--- config.mk ---
export PLATFORM = sky130hd
export DESIGN_NAME = seg_scan_capture
export DESIGN_NICKNAME = d
export VERILOG_FILES = /design/src/rtl/seg_scan_capture.sv
export SDC_FILE = /design/constraint.sdc
export NUM_CORES = 1
export LEC_CHECK = 0
export BUFFER_PORTS_ARGS = -buffer_cell sky130_fd_sc_hd__buf_2
export CORE_MARGIN = 3
export CORE_UTILIZATION = 45
export DETAILED_ROUTE_END_ITERATION = 10
export PLACE_DENSITY = 0.76
export RECOVER_POWER = 50
export SYNTH_ARGS = -nofsm -noshare
export SYNTH_HDL_FRONTEND = slang
export SYNTH_SLANG_ARGS = --single-unit
--- constraint.sdc ---
create_clock -name clk -period 2.3 [get_ports clk]
set_input_delay 0.23 -clock clk [delete_from_list [all_inputs] [get_ports clk]]
set_output_delay 0.23 -clock clk [all_outputs]
set_load 0.05 [all_outputs]
--- src/rtl/seg_scan_capture.sv ---
// Captures the digits shown on a multiplexed 4-digit, 7-segment display by
// debouncing the scan and decoding each stable pattern. Define SEG_HEX_DECODE_EN to add the A..F decode.
module seg_scan_capture #(
  parameter int unsigned STABLE_CYCLES = 4
) (
  input  logic        clk,
  input  logic        rst,
  input  logic [6:0]  seg_n,
  input  logic [3:0]  an_n,
  output logic [15:0] digits,
  output logic [3:0]  dvalid,
  output logic        frame_done,
  output logic        seg_err
);

  typedef enum logic {
    ST_WAIT,
    ST_LOCK
  } state_t;

  localparam logic [7:0] LAST_COUNT = 8'(STABLE_CYCLES - 1);

  logic [6:0]  seg_s1, seg_s2;
  logic [3:0]  an_s1, an_s2;
  logic [10:0] sample, prev;
  logic [7:0]  cnt;
  logic        same;
  logic        accept;
  state_t      state_q, state_d;

  logic [4:0]  dec;
  logic        dec_ok;
  logic [3:0]  dec_val;
  logic        one_hot;
  logic [1:0]  sel_idx;
  logic [3:0]  seen;
  logic [3:0]  seen_merge;

  // Decoded value in [3:0], legality flag in [4]; patterns are {g..a}.
  function automatic logic [4:0] decode(input logic [6:0] p);
    case (p)
      7'b1000000: decode = {1'b1, 4'd0};
      7'b1111001: decode = {1'b1, 4'd1};
      7'b0100100: decode = {1'b1, 4'd2};
      7'b0110000: decode = {1'b1, 4'd3};
      7'b0011001: decode = {1'b1, 4'd4};
      7'b0010010: decode = {1'b1, 4'd5};
      7'b0000010: decode = {1'b1, 4'd6};
      7'b1111000: decode = {1'b1, 4'd7};
      7'b0000000: decode = {1'b1, 4'd8};
      7'b0010000: decode = {1'b1, 4'd9};
`ifdef SEG_HEX_DECODE_EN
      7'b0001000: decode = {1'b1, 4'd10};
      7'b0000011: decode = {1'b1, 4'd11};
      7'b1000110: decode = {1'b1, 4'd12};
      7'b0100001: decode = {1'b1, 4'd13};
      7'b0000110: decode = {1'b1, 4'd14};
      7'b0001110: decode = {1'b1, 4'd15};
`endif
      default:    decode = 5'd0;
    endcase
  endfunction

  // NOTE: synchronizers and the previous-sample register reset to all ones
  // (the idle level of active-low lines) so release never looks like a capture.
  always_ff @(posedge clk or posedge rst) begin
    if (rst) begin
      seg_s1 <= '1;
      seg_s2 <= '1;
      an_s1  <= '1;
      an_s2  <= '1;
      prev   <= '1;
      cnt    <= '0;
    end else begin
      seg_s1 <= seg_n;
      seg_s2 <= seg_s1;
      an_s1  <= an_n;
      an_s2  <= an_s1;
      prev   <= sample;
      if (!same)
        cnt <= '0;
      else if (cnt != 8'hff)
        cnt <= cnt + 8'd1;
    end
  end

  assign sample = {an_s2, seg_s2};
  assign same   = (sample == prev);

  always_ff @(posedge clk or posedge rst) begin
    if (rst)
      state_q <= ST_WAIT;
    else
      state_q <= state_d;
  end

  // NOTE: every always_comb output gets a default first so no latch is inferred.
  always_comb begin
    state_d = state_q;
    accept  = 1'b0;
    case (state_q)
      ST_WAIT: begin
        if (same && cnt == LAST_COUNT) begin
          state_d = ST_LOCK;
          accept  = 1'b1;
        end
      end
      ST_LOCK: begin
        if (!same)
          state_d = ST_WAIT;
      end
      default: state_d = ST_WAIT;
    endcase
  end

  always_comb begin
    sel_idx = 2'd0;
    one_hot = 1'b1;
    case (an_s2)
      4'b1110: sel_idx = 2'd0;
      4'b1101: sel_idx = 2'd1;
      4'b1011: sel_idx = 2'd2;
      4'b0111: sel_idx = 2'd3;
      default: one_hot = 1'b0;
    endcase
  end

  assign dec        = decode(seg_s2);
  assign dec_ok     = dec[4];
  assign dec_val    = dec[3:0];
  assign seen_merge = seen | ~an_s2;

  // Pulses default low each cycle; a completed frame clears seen on the same edge.
  always_ff @(posedge clk or posedge rst) begin
    if (rst) begin
      digits     <= '0;
      dvalid     <= '0;
      seen       <= '0;
      frame_done <= 1'b0;
      seg_err    <= 1'b0;
    end else begin
      frame_done <= 1'b0;
      seg_err    <= 1'b0;
      if (accept && an_s2 != 4'b1111) begin
        if (one_hot && dec_ok) begin
          digits[{sel_idx, 2'b00} +: 4] <= dec_val;
          dvalid[sel_idx]               <= 1'b1;
          if (seen_merge == 4'b1111) begin
            frame_done <= 1'b1;
            seen       <= '0;
          end else begin
            seen <= seen_merge;
          end
        end else begin
          seg_err <= 1'b1;
        end
      end
    end
  end

endmodule

==> reports/results.ini <==
[synthesis]
synth_top_area_share=0.273
async_flop_share=1.00
synthTopCellsByCount=dfrtp_1, dfstp_2, nor2_1
post-synth-top-count-cell=dfrtp_1
ys_ff_latch=68
ys_types=53
netlist_top_cells_area=dfrtp_1, dfstp_2, xor2_1
synth_warnings=0
yosysTopAreaCell=dfrtp_1
synth_nets=273
avgSynthCellArea_um2=12.7
synthCells=252
synth_flop_cell=dfrtp_1
synth_edf_count=0
seq_area_frac_synth=0.544
netlist_area_um2=3210

[layout]
area_delta_synth_final_pct=25.0
nFillCells=559
fin_nets=347
drive_gt1_frac=0.420
antenna_cells=0
stdcell_area_um2=4010

[hold_path]
hold_path_depth=0
worstHoldPathType=reg2reg

[grt]
track_usage=0.156
grt_max_degree=48
grt_overflow_total=0
antenna_found_initial=0
grt_pass1_vias=2235
grt_pass1_wl_um=10300

[place]
place_congestion=0.842
portBuffers=34
post-dp-hpwl_um=4050
dp_slack_ns=0.0000957
dpl_cell_area_um2=3560

[power_and_ir_drop]
p_leak_nw=1.77
power_mw=2.52
max-vdd-ir-drop_mv=0.493
p_per_area_nw_per_um2=628

[clock_network]
clkTransAtPathRegs_ns=0.07
root_buffer=clkbuf_8
cts_buffer_depth=2
insertion_delay_ns=0.34
cts_tree=yes
htree_num_levels=3
numCtsBuffers=9
cts_sinks=68

[route]
vias=2198
vias_per_cell=5.15
drc_errors=0
wl_per_cell_um=14.1
postRouteAntennaNets=0
routed_wirelength_um=6030
first_iter_violations=114
drtPass1Iterations=4

[worst_setup_path]
start_kind=flop
end_kind=flop
arrival_ns=2.43
crit_fanout=8
r2r_cells=6
required_ns=2.53
crit_type=reg2reg

[timing]
fmax_ghz=0.453
timing.final.ws_setup_ns=0.0935
finClkSkew_ns=0.00879
post-route-period-util=0.959
hold_viol=0
tns_ns=0
worst_pin_slew_ns=0.804
fin_crit_ns=2.21
relSlewSlack=0.463
maxSlewViolCount=0
setup_viol=0
worst_hold_slack_ns=0.355

[floorplan]
die_y_um=90.4
die_x_um=90.4
ioPinCount=35
core_um2=6870
dieArea_um2=8170
fp-row-count=30
start_util=0.467

[flow_run]
cap_violations=0

[status]
status=complete, no violations

[cells in the final DEF (no fill, tap or decap), drive strengths merged, types with 2 or more instances in the layout]
cell type    Yosys  layout
clkbuf           2      22
and2             2       2
nand3            6       6
mux2i            3       3
nand2            9       9
a2bb2oi          5       5
ha               8       8
nor3b            2       2
or2              3       3
dfrtp           35      35
a2111oi          3       3
o22ai            2       2
dfstp           33      33
mux2            14      14
nor3             6       6
a21oi            6       6
a21o             4       4
o21ai            6       6
nand4            5       5
clkinv           0       3
xor2            13      13
inv             10      10
a211oi          11      11
dlygate4sd3      0      12
nor2            21      21
xnor2            4       4
buf             11      55
or3              3       3
nor4            11      11
[through the flow]
step                instances  utilization
CTS                       419        0.573
global route              427        0.583
global placement          387        0.519
finish                    427        0.583
detailed placement        387        0.519
floorplan                 252            -
[path summary, 6_finish.rpt]
kind	startpoint	endpoint	slack (ns)
worst max register to register	an_s2[1]	digits[6]	0.09
min in group asynchronous	rst	digits[4]	0.59
worst max-delay path	an_s2[1]	digits[6]	0.09
worst min register to register	seg_s1[1]	seg_s2[1]	0.36
max in group asynchronous	rst	cnt[0]	0.57
worst min-delay path	seg_s1[1]	seg_s2[1]	0.36
[cell type report]
class	instances	area, um2	area share
clock buffer	13	203	0.0506
clock inverter	3	22.5	0.00562
inverter	10	40.0	0.00999
multi-input combinational	161	1340	0.334
sequential	68	1740	0.435
tap	96	120	0.0300
timing repair buffer	76	538	0.134
[state kept, by name, indices dropped and copies added (netlist names), 4 cells and up]
signal / count
digits: 16
prev: 11
cnt: 8
seg_s1: 7
seg_s2: 7
an_s1: 4
an_s2: 4
dvalid: 4
seen: 4
[logic make-up (layout without fill, tap and decap cells)]
kind of cell / after synthesis / in the layout / synth area share
AND/OR/NAND/NOR: 77 / 77 / 0.149
flip-flops: 68 / 68 / 0.544
AO/OA/AOI/OAI: 42 / 42 / 0.124
buffers and inverters: 23 / 102 / 0.0418
XOR/XNOR: 17 / 17 / 0.0464
multiplexers: 17 / 17 / 0.0632
adder cells (fa/ha/maj): 8 / 8 / 0.0312
[routing by layer]
metal  wire length (um)  GRT usage  share of wire
met3                285     0.0433          0.047
met2               3000      0.261           0.50
met1               2690      0.194           0.45
met4                 55     0.0587         0.0091
met5                  0          0              0
[what timing repair did]
item,in CTS,in global routing
pin swaps,2,5
endpoints found under the hold margin,32,0
endpoints found under the setup margin,6,19
gates resized for setup,1,5
hold buffers,12,0
buffers inserted,4,8
[worst max-delay path, stage by stage (launching register included)]
cell,delay [ns]
dfstp_2,0.61
xor2_1,0.12
nor4_4,0.36
nand4_4,0.13
buf_12,0.18
a211oi_4,0.31
mux2_2,0.38
[power by group]
group / total (mW) / switching (mW) / leakage [nW] / internal, mW
Sequential: 1.28 / 0.0279 / 0.835 / 1.25
Combinational: 0.202 / 0.113 / 0.824 / 0.0887
Clock: 1.04 / 0.448 / 0.115 / 0.591
Note: power is estimated with default switching activity, not from simulation.
